**src/rtl/arq_link_pkg.sv**
```systemverilog
// Shared definitions for the serial ARQ frame link (sender and receiver).
package arq_link_pkg;

    localparam logic [7:0]  FAS_DEFAULT           = 8'hF6;
    localparam logic [7:0]  CRC_POLY_DEFAULT      = 8'h07;
    localparam logic [7:0]  CRC_INIT              = 8'h00;
    localparam int unsigned ACK_CYCLES_DEFAULT    = 4;
    localparam int unsigned PAYLOAD_BYTES_DEFAULT = 4;

    typedef enum logic [2:0] {
        StHunt,
        StPayload,
        StCrc,
        StCheck,
        StAck
    } rx_state_e;

    // One bit of MSB-first CRC-8, no reflection.
    function automatic logic [7:0] crc8_next(input logic [7:0] crc, input logic din,
                                             input logic [7:0] poly);
        logic fb;
        fb = crc[7] ^ din;
        return {crc[6:0], 1'b0} ^ (fb ? poly : 8'h00);
    endfunction

endpackage

```
**src/rtl/arq_frame_receiver_if.sv**
```systemverilog
// Payload byte stream (valid/ready) from the frame receiver to the UART transmit path.
interface arq_frame_receiver_if;
    logic [7:0] o_data;
    logic       o_data_valid;
    logic       i_data_ready;

    modport master (output o_data, output o_data_valid, input i_data_ready);
    modport slave  (input o_data, input o_data_valid, output i_data_ready);
endinterface

```
**src/rtl/crc8_serial.sv**
```systemverilog
// Bit-serial CRC-8 register with synchronous clear and bit enable.
module crc8_serial
    import arq_link_pkg::*;
#(
    parameter logic [7:0] POLY = CRC_POLY_DEFAULT
) (
    input  logic       i_clk,
    input  logic       i_rst,
    input  logic       i_clr,
    input  logic       i_en,
    input  logic       i_bit,
    output logic [7:0] o_crc
);

    logic [7:0] crc_q, crc_d;

    // Clear takes priority over a shifted-in bit.
    always_comb begin
        crc_d = crc_q;
        if (i_clr) begin
            crc_d = CRC_INIT;
        end else if (i_en) begin
            crc_d = crc8_next(crc_q, i_bit, POLY);
        end
    end

    // CRC state register.
    always_ff @(posedge i_clk) begin
        if (!i_rst) begin
            crc_q <= CRC_INIT;
        end else begin
            crc_q <= crc_d;
        end
    end

    assign o_crc = crc_q;

endmodule

```
**src/rtl/arq_frame_receiver.sv**
```systemverilog
// Serial frame receiver: FAS hunt, payload deserialise, CRC-8 check, ARQ ack and
// committed-byte drain. Define ARQ_RX_STATS_EN to add good/bad frame counters.
module arq_frame_receiver
    import arq_link_pkg::*;
#(
    parameter int unsigned PAYLOAD_BYTES = PAYLOAD_BYTES_DEFAULT,
    parameter logic [7:0]  FAS           = FAS_DEFAULT,
    parameter logic [7:0]  CRC_POLY      = CRC_POLY_DEFAULT,
    parameter int unsigned ACK_CYCLES    = ACK_CYCLES_DEFAULT
) (
    input  logic                        i_clk,
    input  logic                        i_rst,
    input  logic                        i_arq_en,
    input  logic                        i_otn_tx_data,
    output logic                        o_otn_rx_ack,
    arq_frame_receiver_if.master        byte_if,
    output logic [7:0]                  o_crc_val,
    output logic                        o_crc_err,
    output logic                        o_overflow
`ifdef ARQ_RX_STATS_EN
    ,
    output logic [15:0]                 o_good_cnt,
    output logic [15:0]                 o_bad_cnt
`endif
);

    localparam int unsigned     IdxW        = (PAYLOAD_BYTES > 1) ? $clog2(PAYLOAD_BYTES) : 1;
    localparam logic [15:0]     PayloadLast = 16'(8 * PAYLOAD_BYTES - 1);
    localparam logic [15:0]     AckLast     = 16'(ACK_CYCLES - 1);
    localparam logic [IdxW-1:0] ByteLast    = IdxW'(PAYLOAD_BYTES - 1);

    rx_state_e       state_q, state_d;
    logic [7:0]      sr_q, sr_d;
    logic [7:0]      sr_next;
    logic [15:0]     cnt_q, cnt_d;
    logic [7:0]      stage_q [PAYLOAD_BYTES];
    logic [7:0]      stage_d [PAYLOAD_BYTES];
    logic [7:0]      out_q   [PAYLOAD_BYTES];
    logic [7:0]      out_d   [PAYLOAD_BYTES];
    logic [IdxW-1:0] rd_idx_q, rd_idx_d;
    logic            busy_q, busy_d;
    logic [7:0]      crc_val_q, crc_val_d;
    logic            ovf_q, ovf_d;
    logic            crc_clr, crc_en, crc_err;
    logic            commit_req;
    logic            crc_match;
    logic [7:0]      crc_calc;

    assign sr_next   = {sr_q[6:0], i_otn_tx_data};
    // After the CRC field the shift register holds exactly the received CRC byte.
    assign crc_match = (sr_q == crc_calc);

    crc8_serial #(
        .POLY (CRC_POLY)
    ) u_crc (
        .i_clk (i_clk),
        .i_rst (i_rst),
        .i_clr (crc_clr),
        .i_en  (crc_en),
        .i_bit (i_otn_tx_data),
        .o_crc (crc_calc)
    );

    // Next-state logic for the frame FSM, staging/output buffers and drain.
    always_comb begin
        state_d    = state_q;
        sr_d       = sr_next;
        cnt_d      = cnt_q;
        stage_d    = stage_q;
        out_d      = out_q;
        rd_idx_d   = rd_idx_q;
        busy_d     = busy_q;
        crc_val_d  = crc_val_q;
        ovf_d      = ovf_q;
        crc_clr    = 1'b0;
        crc_en     = 1'b0;
        crc_err    = 1'b0;
        commit_req = 1'b0;

        if (busy_q && byte_if.i_data_ready) begin
            if (rd_idx_q == ByteLast) begin
                busy_d   = 1'b0;
                rd_idx_d = '0;
            end else begin
                rd_idx_d = rd_idx_q + 1'b1;
            end
        end

        unique case (state_q)
            StHunt: begin
                if (sr_next == FAS) begin
                    state_d = StPayload;
                    cnt_d   = '0;
                    crc_clr = 1'b1;
                end
            end
            StPayload: begin
                crc_en = 1'b1;
                if (cnt_q[2:0] == 3'd7) begin
                    stage_d[cnt_q[3 +: IdxW]] = sr_next;
                end
                if (cnt_q == PayloadLast) begin
                    state_d = StCrc;
                    cnt_d   = '0;
                end else begin
                    cnt_d = cnt_q + 16'd1;
                end
            end
            StCrc: begin
                if (cnt_q == 16'd7) begin
                    state_d = StCheck;
                    cnt_d   = '0;
                end else begin
                    cnt_d = cnt_q + 16'd1;
                end
            end
            StCheck: begin
                crc_val_d  = crc_calc;
                crc_err    = !crc_match;
                commit_req = !i_arq_en || crc_match;
                state_d    = StHunt;
                if (commit_req) begin
                    if (busy_q) begin
                        // Previous frame still draining: drop this one, no ack.
                        ovf_d = 1'b1;
                    end else begin
                        out_d    = stage_q;
                        busy_d   = 1'b1;
                        rd_idx_d = '0;
                        if (i_arq_en) begin
                            state_d = StAck;
                            cnt_d   = '0;
                        end
                    end
                end
            end
            StAck: begin
                // Line bits are ignored during the ack; hunt restarts from scratch.
                sr_d = '0;
                if (cnt_q == AckLast) begin
                    state_d = StHunt;
                end else begin
                    cnt_d = cnt_q + 16'd1;
                end
            end
            default: state_d = StHunt;
        endcase
    end

    // State and datapath registers.
    always_ff @(posedge i_clk) begin
        if (!i_rst) begin
            state_q   <= StHunt;
            sr_q      <= '0;
            cnt_q     <= '0;
            stage_q   <= '{default: '0};
            out_q     <= '{default: '0};
            rd_idx_q  <= '0;
            busy_q    <= 1'b0;
            crc_val_q <= '0;
            ovf_q     <= 1'b0;
        end else begin
            state_q   <= state_d;
            sr_q      <= sr_d;
            cnt_q     <= cnt_d;
            stage_q   <= stage_d;
            out_q     <= out_d;
            rd_idx_q  <= rd_idx_d;
            busy_q    <= busy_d;
            crc_val_q <= crc_val_d;
            ovf_q     <= ovf_d;
        end
    end

    assign o_otn_rx_ack         = (state_q == StAck);
    assign byte_if.o_data       = out_q[rd_idx_q];
    assign byte_if.o_data_valid = busy_q;
    assign o_crc_val            = crc_val_q;
    assign o_crc_err            = crc_err;
    assign o_overflow           = ovf_q;

`ifdef ARQ_RX_STATS_EN
    logic [15:0] good_cnt_q, good_cnt_d;
    logic [15:0] bad_cnt_q, bad_cnt_d;

    // Saturating per-frame CRC outcome counters, updated in CHECK.
    always_comb begin
        good_cnt_d = good_cnt_q;
        bad_cnt_d  = bad_cnt_q;
        if (state_q == StCheck) begin
            if (crc_match) begin
                if (good_cnt_q != 16'hFFFF) good_cnt_d = good_cnt_q + 16'd1;
            end else begin
                if (bad_cnt_q != 16'hFFFF) bad_cnt_d = bad_cnt_q + 16'd1;
            end
        end
    end

    // Counter registers.
    always_ff @(posedge i_clk) begin
        if (!i_rst) begin
            good_cnt_q <= '0;
            bad_cnt_q  <= '0;
        end else begin
            good_cnt_q <= good_cnt_d;
            bad_cnt_q  <= bad_cnt_d;
        end
    end

    assign o_good_cnt = good_cnt_q;
    assign o_bad_cnt  = bad_cnt_q;
`endif

endmodule

```
**src/flat_wrapper.sv**
```systemverilog
// flat-port wrapper written by rule: the top's interface ports become plain ports
module arq_frame_receiver_flat import arq_link_pkg::*;
#(
    parameter int unsigned PAYLOAD_BYTES = PAYLOAD_BYTES_DEFAULT,
    parameter logic [7:0]  FAS           = FAS_DEFAULT,
    parameter logic [7:0]  CRC_POLY      = CRC_POLY_DEFAULT,
    parameter int unsigned ACK_CYCLES    = ACK_CYCLES_DEFAULT
)
  (i_clk, i_rst, i_arq_en, i_otn_tx_data, o_otn_rx_ack, o_crc_val, o_crc_err, o_overflow, byte_if_o_data, byte_if_o_data_valid, byte_if_i_data_ready);
  arq_frame_receiver_if byte_if_i ();
  input  logic i_clk;
  input  logic i_rst;
  input  logic i_arq_en;
  input  logic i_otn_tx_data;
  output logic o_otn_rx_ack;
  output logic [7:0] o_crc_val;
  output logic o_crc_err;
  output logic o_overflow;
  output wire logic [$bits(byte_if_i.o_data)-1:0] byte_if_o_data;
  output wire logic [$bits(byte_if_i.o_data_valid)-1:0] byte_if_o_data_valid;
  input wire logic [$bits(byte_if_i.i_data_ready)-1:0] byte_if_i_data_ready;
  assign byte_if_o_data = byte_if_i.o_data;
  assign byte_if_o_data_valid = byte_if_i.o_data_valid;
  assign byte_if_i.i_data_ready = byte_if_i_data_ready;
  arq_frame_receiver #(.PAYLOAD_BYTES(PAYLOAD_BYTES), .FAS(FAS), .CRC_POLY(CRC_POLY), .ACK_CYCLES(ACK_CYCLES)) u_core (.i_clk(i_clk), .i_rst(i_rst), .i_arq_en(i_arq_en), .i_otn_tx_data(i_otn_tx_data), .o_otn_rx_ack(o_otn_rx_ack), .byte_if(byte_if_i), .o_crc_val(o_crc_val), .o_crc_err(o_crc_err), .o_overflow(o_overflow));
endmodule
```
**config.mk**
```make
export PLATFORM = sky130hd
export DESIGN_NAME = arq_frame_receiver_flat
export DESIGN_NICKNAME = d
export VERILOG_FILES = /design/src/rtl/arq_link_pkg.sv /design/src/rtl/arq_frame_receiver_if.sv /design/src/rtl/crc8_serial.sv /design/src/rtl/arq_frame_receiver.sv /design/src/flat_wrapper.sv
export SDC_FILE = /design/constraint.sdc
export NUM_CORES = 1
export LEC_CHECK = 0
export CAP_MARGIN = 0
export CORE_MARGIN = 4
export CORE_UTILIZATION = 25
export DETAILED_ROUTE_END_ITERATION = 6
export SLEW_MARGIN = 40
export SYNTH_ARGS = -nofsm -noshare
export SYNTH_HDL_FRONTEND = slang
export SYNTH_SLANG_ARGS = --single-unit
```
**constraint.sdc**
```tcl
create_clock -name i_clk -period 2.1 [get_ports i_clk]
set_input_delay 0.63 -clock i_clk [delete_from_list [all_inputs] [get_ports i_clk]]
set_output_delay 0.63 -clock i_clk [all_outputs]
set_load 0.05 [all_outputs]
```
After elaboration in Yosys (flattened, before gate mapping)
Cells that the tools add are included.
{ "classes": {"n_addsub": 2, "order_cmp": 3, "eq_ne": 19, "mux": 37, "bitwise": 6, "n_reduce_logical": 14} }
{ "ops": {"columns": ["operator", "count"], "rows": [
  ["$mux 16", 7],
  ["$pmux 16 s5", 1],
  ["$bwmux 32", 1],
  ["$mux 3", 8],
  ["$mux 8", 3],
  ["$add 16x1->16 const B", 1],
  ["$bmux 8 s2", 1],
  ["$demux 8 s2", 1],
  ["$eq 16x2->1 const B", 1],
  ["$eq 16x3->1 const B", 1],
  ["$eq 16x5->1 const B", 1],
  ["$pmux 3 s5", 1],
  ["$mux 2", 5],
  ["$ne 2x1->1 const B", 5],
  ["$mux 1", 9],
  ["$eq 8x8->1", 1],
  ["$eq 8x8->1 const B", 1],
  ["$xor 8x3->8", 1],
  ["$eq 3x2->1 const B", 2],
  ["$eq 3x3->1 const B", 2],
  ["$ge 3x3->1 const B", 2],
  ["$ne 2x2->1 const B", 3],
  ["$not 2->3", 2],
  ["$reduce_and 3->1", 2],
  ["15 further kinds", 19]
]} }
{ "totals": {"ff_bits": 111, "in_bits": 5, "out_inout_bits": 20, "wordCells": 97} }

Depth between registers and ports, before layout
Gate-level depths: netlist (run 1).
{ "depth": {"ltp_word": 6, "depth_mapped": 9, "ltp_nobuf": 7} }

By module
A second synthesis (run 1) with hierarchy kept.
{ "hier_totals": {"cells_unflattened": 563, "area_unflattened_um2": 5323.9} }
{ "modules_own_cells": {"columns": ["module", "n_inst", "cells_per_inst", "area_each_um2", "seq_area_each_um2"], "rows": [
  ["arq_frame_receiver", 1, 530, 4981.0, 2062.0],
  ["crc8_serial", 1, 33, 342.8, 160.2]
]} }

Least setup slack after synthesis (run 1)
OpenSTA, ideal clock, no wires.
{ "synth_path": {"path_kind": "register to output", "startpoint": "register u_core.state_q[1]", "endpoint": "output o_crc_err", "t_arrival_ns": 1.701, "required_time_ns": 1.470, "path_slack_ns": -0.231, "stages_incl_launch_ff": 5, "n_path_buf": 2, "cell_sequence": "dfxtp_1 > clkbuf_1 > nand3b_1 > clkbuf_1 > a21oi_1"} }
{ "synth_via": {"elab_chain_cells": 2} }
{ "synth_lines": {"columns": ["element", "line", "text"], "rows": [
  ["start: declaration", "arq_frame_receiver.sv:32", "rx_state_e state_q, state_d;"],
  ["start signal: assignment", "arq_frame_receiver.sv:153", "state_q <= StHunt;"],
  ["start signal: assignment", "arq_frame_receiver.sv:163", "state_q <= state_d;"],
  ["$eq 3x2->1", "arq_frame_receiver.sv:89", "unique case (state_q)"],
  ["$mux 1", "arq_frame_receiver.sv:89", null],
  ["end: declaration", "flat_wrapper.sv:17", "output logic o_crc_err;"]
]} }
No other way between the ends.

Worst setup path in the final report (run 1)
{ "layout_path": {"startpoint": "register u_core.u_crc.crc_q[3], in the netlist u_core.u_crc.o_crc[3]", "endpoint": "output o_crc_err"} }
{ "layout_via": {"elab_chain_cells": 3} }
{ "layout_lines": {"columns": ["element", "line", "text"], "rows": [
  ["start: declaration", "crc8_serial.sv:15", "logic [7:0] crc_q, crc_d;"],
  ["start signal: assignment", "crc8_serial.sv:32", "crc_q <= crc_d;"],
  ["$eq 8x8->1", "arq_frame_receiver.sv:51", "assign crc_match = (sr_q == crc_calc);"],
  ["$logic_not 1->1", "arq_frame_receiver.sv:119", "crc_err = !crc_match;"],
  ["$mux 1", "arq_frame_receiver.sv:89", null]
]} }
No other way between the ends.

==> results of run 1 <==
flip-flops by register name (all words and copies together) (netlist names), 2 cells and up:
register and flops:
u_core.out_q 32, u_core.stage_q 32, u_core.cnt_q 16, u_core.o_crc_val 8, u_core.sr_q 8, u_core.u_crc.o_crc 8, u_core.state_q 3, u_core.rd_idx_q 2
through the flow:
step	utilization	power, mW	setup TNS, ns
after floorplan	-	2.22	0
after global placement	0.296	2.26	-13.37
after detailed placement	0.296	2.27	-15.08
after CTS	0.320	4.11	-2.08
after global routing	0.330	4.21	-7.56
final	0.330	4.07	-2.34
how the worst max path moves through the flow:
stage / start / to / slack (ns) / depth (start not counted)
2_1_floorplan: i_otn_tx_data / u_core.cnt_q[14] / 0.0004 / 7
6_report: u_core.u_crc.o_crc[3] / o_crc_err / -0.14 / 6
3_3_place_gp: i_otn_tx_data / u_core.cnt_q[6] / -0.53 / 7
5_1_grt: u_core.u_crc.o_crc[3] / o_crc_err / -0.24 / 6
4_1_cts: u_core.u_crc.o_crc[3] / o_crc_err / -0.16 / 6
3_5_place_dp: i_otn_tx_data / u_core.cnt_q[13] / -0.55 / 7
cells in the mapped netlist, types with 7 or more instances:
cell type,n
sky130_fd_sc_hd__nand3_1,12
sky130_fd_sc_hd__a21oi_1,16
sky130_fd_sc_hd__mux4_2,8
sky130_fd_sc_hd__a21boi_0,12
sky130_fd_sc_hd__clkbuf_1,22
sky130_fd_sc_hd__o21ai_0,8
sky130_fd_sc_hd__dfxtp_1,111
sky130_fd_sc_hd__nor2_1,10
sky130_fd_sc_hd__nor2b_1,66
sky130_fd_sc_hd__mux2i_1,64
sky130_fd_sc_hd__xor2_1,11
sky130_fd_sc_hd__and3_1,13
sky130_fd_sc_hd__o22ai_1,7
sky130_fd_sc_hd__nand2_1,46
kinds of logic after synthesis:
group                      Yosys count  synth area share
and+or+nand+nor                    192             0.227
AOI/OAI and AO/OA                   68            0.0940
xor gates and xnor gates            11            0.0195
muxes                               72             0.166
adders and majority gates            4            0.0101
buffers and inverters               35            0.0332
DFF                                111             0.450
critical path, stage by stage, from the launching register on:
cell	delay, ns
sky130_fd_sc_hd__dfxtp_2	0.33
sky130_fd_sc_hd__xor2_1	0.16
sky130_fd_sc_hd__nor4_2	0.29
sky130_fd_sc_hd__buf_4	0.16
sky130_fd_sc_hd__buf_4	0.11
sky130_fd_sc_hd__a21oi_4	0.06
sky130_fd_sc_hd__buf_12	0.15
area by class of cell:
type / instances / area (um^2) / share of cell area
Clock buffer: 9 / 225 / 0.0351
Inverter: 2 / 7.51 / 0.00117
Timing Repair Buffer: 85 / 882 / 0.138
Clock inverter: 7 / 101 / 0.0158
Multi-Input combinational cell: 347 / 2630 / 0.410
Tap cell: 265 / 332 / 0.0517
Sequential cell: 111 / 2230 / 0.348
power by group through the flow:
stage	combinational [mW]	sequential, mW	clock, mW
after floorplan	0.0604	2.16	0
after global placement	0.106	2.16	0
after detailed placement	0.109	2.16	0
after CTS	0.112	2.11	1.89
after global routing	0.128	2.11	1.98
final	0.120	2.11	1.84
cells in the final DEF, fill, tap and decap left out, types with 4 or more instances in the layout:
cell                        synthesis  final
sky130_fd_sc_hd__nand4b_1           5      5
sky130_fd_sc_hd__ha_1               4      4
sky130_fd_sc_hd__and3_1            13     13
sky130_fd_sc_hd__buf_4              3     55
sky130_fd_sc_hd__mux2i_1           64     62
sky130_fd_sc_hd__a21oi_2            4      5
sky130_fd_sc_hd__nor2_1            10      9
sky130_fd_sc_hd__xor2_1            11     10
sky130_fd_sc_hd__o21ai_1            3      5
sky130_fd_sc_hd__buf_12             0      7
sky130_fd_sc_hd__dfxtp_1          111    101
sky130_fd_sc_hd__or3b_2             5      5
sky130_fd_sc_hd__o21ai_0            8      5
sky130_fd_sc_hd__and2_1             5      5
sky130_fd_sc_hd__nand2b_1           4      4
sky130_fd_sc_hd__buf_6              2     12
sky130_fd_sc_hd__o22ai_1            7      6
sky130_fd_sc_hd__o211ai_1           4      4
sky130_fd_sc_hd__nand2_1           46     45
sky130_fd_sc_hd__a21oi_1           16     13
sky130_fd_sc_hd__clkbuf_16          0     12
sky130_fd_sc_hd__nand3b_1           6      6
sky130_fd_sc_hd__nand3_1           12     12
sky130_fd_sc_hd__mux4_2             8      8
sky130_fd_sc_hd__dfxtp_2            0     10
sky130_fd_sc_hd__nor2b_1           66     66
sky130_fd_sc_hd__a21boi_0          12     11
sky130_fd_sc_hd__and4_1             4      4
per-layer routing:
| metal | global-route usage | routed length, um | vias to the layer above | share of wire |
|---|---|---|---|---|
| met4 | 0.0346 | 187 | 0 | 0.015 |
| met5 | 0 | 0 | - | 0 |
| met1 | 0.136 | 5370 | 1831 | 0.44 |
| li1 | - | - | 1856 | - |
| met3 | 0.0317 | 391 | 11 | 0.032 |
| met2 | 0.187 | 6160 | 46 | 0.51 |
repair_timing:
item	4_1_cts	5_1_grt
pin swaps	5	11
gates resized for setup	24	26
buffers inserted	3	4
gates cloned	2	4
setup endpoints to repair	40	56
==> results.toml, run 1 <==
[timing]
fin_worst_skew_ns = 0.0105
grt_setup_unrepaired = "yes"
slew_viol_final = 0
period_minus_slack_ns = 2.24
timing.fmax_mhz = 446
fin_ws_ns = -0.144
hold_viol_final = 0
whs_ns = 0.470
worst_slew_margin = 0.684
layout_worst_path_cycle_share = 1.07
report.final.setup_viol = 38
worst-slew-pin-transition_ns = 0.472

[status]
violations = "setup timing"
outcome = "complete, but fails checks"

[power]
pwr-share-clk = 0.453
combinationalPowerShare = 0.029
sequential_power_share = 0.518
power.density_mw_per_mm2 = 635
internal-power_mw = 3.13
net-switching-power_uw = 938
total_leakage_power_nw = 2.46
vdd.ir_drop.worst_v = 0.000339
sw_frac_of_total = 0.230

[die]
io_pins = 25
floorplan.rows = 51
core_region_area_mm2 = 0.0195
die_width_um = 149
initial_utilization = 0.254
die_h_um = 149
dieArea_mm2 = 0.0221

[setup_path]
crit_type = "reg2out"
cp_max_fo = 2
cp_data_required_time_ns = 1.47
slack_of_the_worst_reg_to_reg_path_ns = -0.11
r2r_worst_path_depth = 9
crit_arrival_ns = 1.61
timing.critical_path.to_type = "output pin"
critical_path.reg2reg.startpoint = "u_core.u_crc.o_crc[3]"
setup.worst_path.start_class = "flop"
r2r_end = "u_core.cnt_q[5]"

[synth]
synthesized_flop_and_latch_total = 111
yosysTopAreaCellShare = 0.450
yosys.cell_types.count = 50
synth_largest_area_cell = "sky130_fd_sc_hd__dfxtp_1"
synth_sequential_area_ratio = 0.450
avgSynthCellArea_um2 = 10.0
synth_edf_count = 0
ys.flop_type = "sky130_fd_sc_hd__dfxtp_1"
synth.yosys.warnings = 0
yosys-top-cells-area = "sky130_fd_sc_hd__dfxtp_1 (45%), sky130_fd_sc_hd__mux2i_1 (13%), sky130_fd_sc_hd__nor2b_1 (8.4%), sky130_fd_sc_hd__mux4_2 (3.7%), sky130_fd_sc_hd__nand2_1 (3.5%)"
synth-async-reset-ratio = 0
synthCells = 493
synthesis.nets = 502
synth_area_mm2 = 0.00494

[min_path]
timing.hold.worst_endpoint = "u_core.o_crc_val[0]"
hold_path.startpoint = "u_core.o_crc_val[0]"
timing.hold.worst.class = "reg2reg"
whs_path_depth = 2

[drt]
dr.first_iter.drc_count = 223
dr.pass1.iters = 4
vias = 3744
wire_per_inst_um = 14.7
routed_via_density = 4.53
drt_drc_violations_left = 0
antenna_left = 0
wl_um = 12100

[placement]
gpl_congestion = 0.777
dp_hpwl_um = 8050
dpl_cell_area_mm2 = 0.00576
post-place-ws_ns = -0.545
dp_cells = 799
numPortBuffers = 24

[grt]
first_global_vias = 3835
grt_remaining_overflow = 0
pin_count_of_the_biggest_net_entering_global_routing = 52
grt.total_usage = 0.110
global_route_wire_length_before_repair_um = 19600
initial_antenna_violation_count = 0

[finish]
area_growth_from_synthesis_to_final_layout_pct = 30.0
n_antenna_cell = 0
fill_cells = 1984
final_design_area_no_fill_mm2 = 0.00641
layout-drive-gt1-share = 0.262
instances_no_fill = 826
layout.nets = 565

[clock_network]
cts.htree.levels = 3
hold_buffers = 0
cts.root.buffer_cell = "sky130_fd_sc_hd__clkbuf_16"
cts_buffer_depth = 2
cts_num_sinks = 111
number_of_cts_inserted_buffers = 9
cts_tree = "done"
clk-insertion-delay-late_ns = 0.36
clkSlewWorstSetupHoldPaths_ns = 0.08

[run]
maxCapViolations = 0
Note: power is estimated with default switching activity, not from simulation.
==> run 2, diff against run 1 <==
--- a/config.mk
+++ b/config.mk
@@ -13,3 +13,4 @@
 export SYNTH_ARGS = -nofsm -noshare
 export SYNTH_HDL_FRONTEND = slang
 export SYNTH_SLANG_ARGS = --single-unit
+export TNS_END_PERCENT = 20
==> results.toml, run 2 (synthesis results as in run 1) <==
[status]
outcome = "complete, but fails checks"
violations = "setup timing"

[power]
internal-power_mw = 2.99
net-switching-power_uw = 913
combinationalPowerShare = 0.029
sequential_power_share = 0.540
total_leakage_power_nw = 2.37
pwr-share-clk = 0.432
sw_frac_of_total = 0.234
power.density_mw_per_mm2 = 630
vdd.ir_drop.worst_v = 0.000382

[die]
core_region_area_mm2 = 0.0195
initial_utilization = 0.254
io_pins = 25
floorplan.rows = 51
die_h_um = 149
dieArea_mm2 = 0.0221
die_width_um = 149

[finish]
layout-drive-gt1-share = 0.234
n_antenna_cell = 0
fill_cells = 1975
instances_no_fill = 820
most-common-layout-cells = "sky130_fd_sc_hd__dfxtp_1 (104), sky130_fd_sc_hd__nor2b_1 (66), sky130_fd_sc_hd__mux2i_1 (63), sky130_fd_sc_hd__buf_4 (57), sky130_fd_sc_hd__nand2_1 (46)"
area_growth_from_synthesis_to_final_layout_pct = 25.6
layout_top_registers = "u_core.out_q x32, u_core.stage_q x32, u_core.cnt_q x16"
layout.nets = 559
final_common_cell = "sky130_fd_sc_hd__dfxtp_1"

[clock_network]
cts_buffer_depth = 2
clkSlewWorstSetupHoldPaths_ns = 0.07
cts_num_sinks = 111
hold_buffers = 0
clk-insertion-delay-late_ns = 0.36
cts.htree.levels = 3
cts_tree = "done"
number_of_cts_inserted_buffers = 9
cts.root.buffer_cell = "sky130_fd_sc_hd__clkbuf_16"

[timing]
period_minus_slack_ns = 2.27
worst_slew_margin = 0.716
report.final.setup_viol = 41
worst-slew-pin-transition_ns = 0.425
fin_ws_ns = -0.170
timing.fmax_mhz = 440
hold_viol_final = 0
fin_worst_skew_ns = 0.0112
layout_worst_path_cycle_share = 1.08
slew_viol_final = 0
grt_setup_unrepaired = "yes"
whs_ns = 0.471

[drt]
drt_drc_violations_left = 0
antenna_left = 0
routed_via_density = 4.53
wire_per_inst_um = 13.9
dr.pass1.iters = 4
vias = 3716
wl_um = 11400
dr.first_iter.drc_count = 273

[setup_path]
crit_type = "reg2out"
crit_arrival_ns = 1.64
setup.worst_path.start_class = "flop"
worst_setup_path_startpoint = "u_core.sr_q[0]"
cp_max_fo = 3
worstPathCellList = "xor2_2 > nor4_2 > buf_4 > buf_4 > a21oi_2 > buf_12"
critical_path.reg2reg.startpoint = "u_core.u_crc.o_crc[4]"
worstPathBufferInverterCount = 3
timing.critical_path.to_type = "output pin"
critPathMaxStageDelay_ns = 0.35
timing.critical_path.max_delay_family = "buffers and inverters"
critical_path.slowest_cell = "sky130_fd_sc_hd__dfxtp_2"
critical-path-top-cell-by-count = "sky130_fd_sc_hd__buf_4"
cp_data_required_time_ns = 1.47

[min_path]
timing.hold.worst.class = "reg2reg"
hold_path.startpoint = "u_core.o_crc_val[4]"

[grt]
grt_remaining_overflow = 0
pin_count_of_the_biggest_net_entering_global_routing = 69
initial_antenna_violation_count = 0
grt.total_usage = 0.105
global_route_wire_length_before_repair_um = 18600
first_global_vias = 3666

[placement]
gpl_congestion = 0.792
numPortBuffers = 24
dp_hpwl_um = 7670
dp_cells = 796

[run]
maxCapViolations = 0
run 2: changes by cell type in the layout (fill, tap and decap cells not counted), moves of 2 or more:
cell and change:
sky130_fd_sc_hd__buf_4 +2, sky130_fd_sc_hd__dfxtp_2 -3, sky130_fd_sc_hd__a21oi_4 -2, sky130_fd_sc_hd__dfxtp_1 +3, sky130_fd_sc_hd__buf_8 -2, sky130_fd_sc_hd__buf_6 -3
sky130_fd_sc_hd__mux2i_2 -2, sky130_fd_sc_hd__buf_16 -2
run 2: final cells by class:
type / count / area (um^2) / share of cell area
clock buffer: 9 / 225 / 0.0363
inverter: 2 / 7.51 / 0.00121
tap: 265 / 332 / 0.0535
timing repair buffer: 79 / 753 / 0.122
multi-input combinational: 347 / 2580 / 0.417
sequential: 111 / 2230 / 0.360
clock inverter: 7 / 66.3 / 0.0107
run 2: tightest hold or removal path: stages, from the launching register on:
cell	delay, ns
sky130_fd_sc_hd__dfxtp_1	0.31
sky130_fd_sc_hd__nand2_1	0.05
sky130_fd_sc_hd__a21boi_0	0.07
run 2: routing by layer:
metal  global-route usage  vias to the layer above  wire length [um]
met5                    0                        -                 0
met4               0.0383                        0               219
met3               0.0286                       19               388
met2                0.171                       48              5460
met1                0.133                     1806              5360
li1                     -                     1843                 -
run 2: stage by stage:
| stage | cell area, um^2 | power [mW] | utilization | setup slack [ns] | TNS [ns] |
|---|---|---|---|---|---|
| 6_report | 6200 | 3.91 | 0.318 | -0.170 | -3.19 |
| 3_5_place_dp | 5750 | 2.27 | 0.295 | -0.544 | -15.98 |
| 5_1_grt | 6200 | 4.03 | 0.318 | -0.272 | -8.62 |
| 4_1_cts | 6120 | 3.95 | 0.314 | -0.170 | -2.45 |
| 3_3_place_gp | 5750 | 2.26 | 0.295 | -0.523 | -15.02 |
| 2_1_floorplan | 4940 | 2.22 | - | -0.0369 | -0.295 |
run 2: repair_timing:
action	4_1_cts	5_1_grt
pin swaps	4	9
buffers inserted	5	1
gates cloned	0	2
gates resized for setup	16	8
setup endpoints to repair	57	58
run 2: worst paths after layout:
check                                           end  slack (ns)  cells after the start
worst max-delay path                      o_crc_err       -0.17                      6
worst min-delay path            u_core.o_crc_val[4]        0.47                      2
worst max register to register      u_core.out_q[6]       -0.16                     10
worst min register to register  u_core.o_crc_val[4]        0.47                      2
run 2: power by group through the flow:
stage / Combinational (mW) / Clock (mW) / Sequential [mW]
finish: 0.112 / 1.69 / 2.11
global route: 0.121 / 1.80 / 2.11
CTS: 0.112 / 1.73 / 2.11
detailed placement: 0.107 / 0 / 2.16
global placement: 0.105 / 0 / 2.16
floorplan: 0.0604 / 0 / 2.16
==> run 3, diff against run 2 <==
--- a/config.mk
+++ b/config.mk
@@ -8,6 +8,7 @@
 export CAP_MARGIN = 0
 export CORE_MARGIN = 4
 export CORE_UTILIZATION = 25
+export CTS_CLUSTER_DIAMETER = 100
 export DETAILED_ROUTE_END_ITERATION = 6
 export SLEW_MARGIN = 40
 export SYNTH_ARGS = -nofsm -noshare
==> results of run 3 <==
No change in the layout: final DEF, timing and power equal those of run 2.
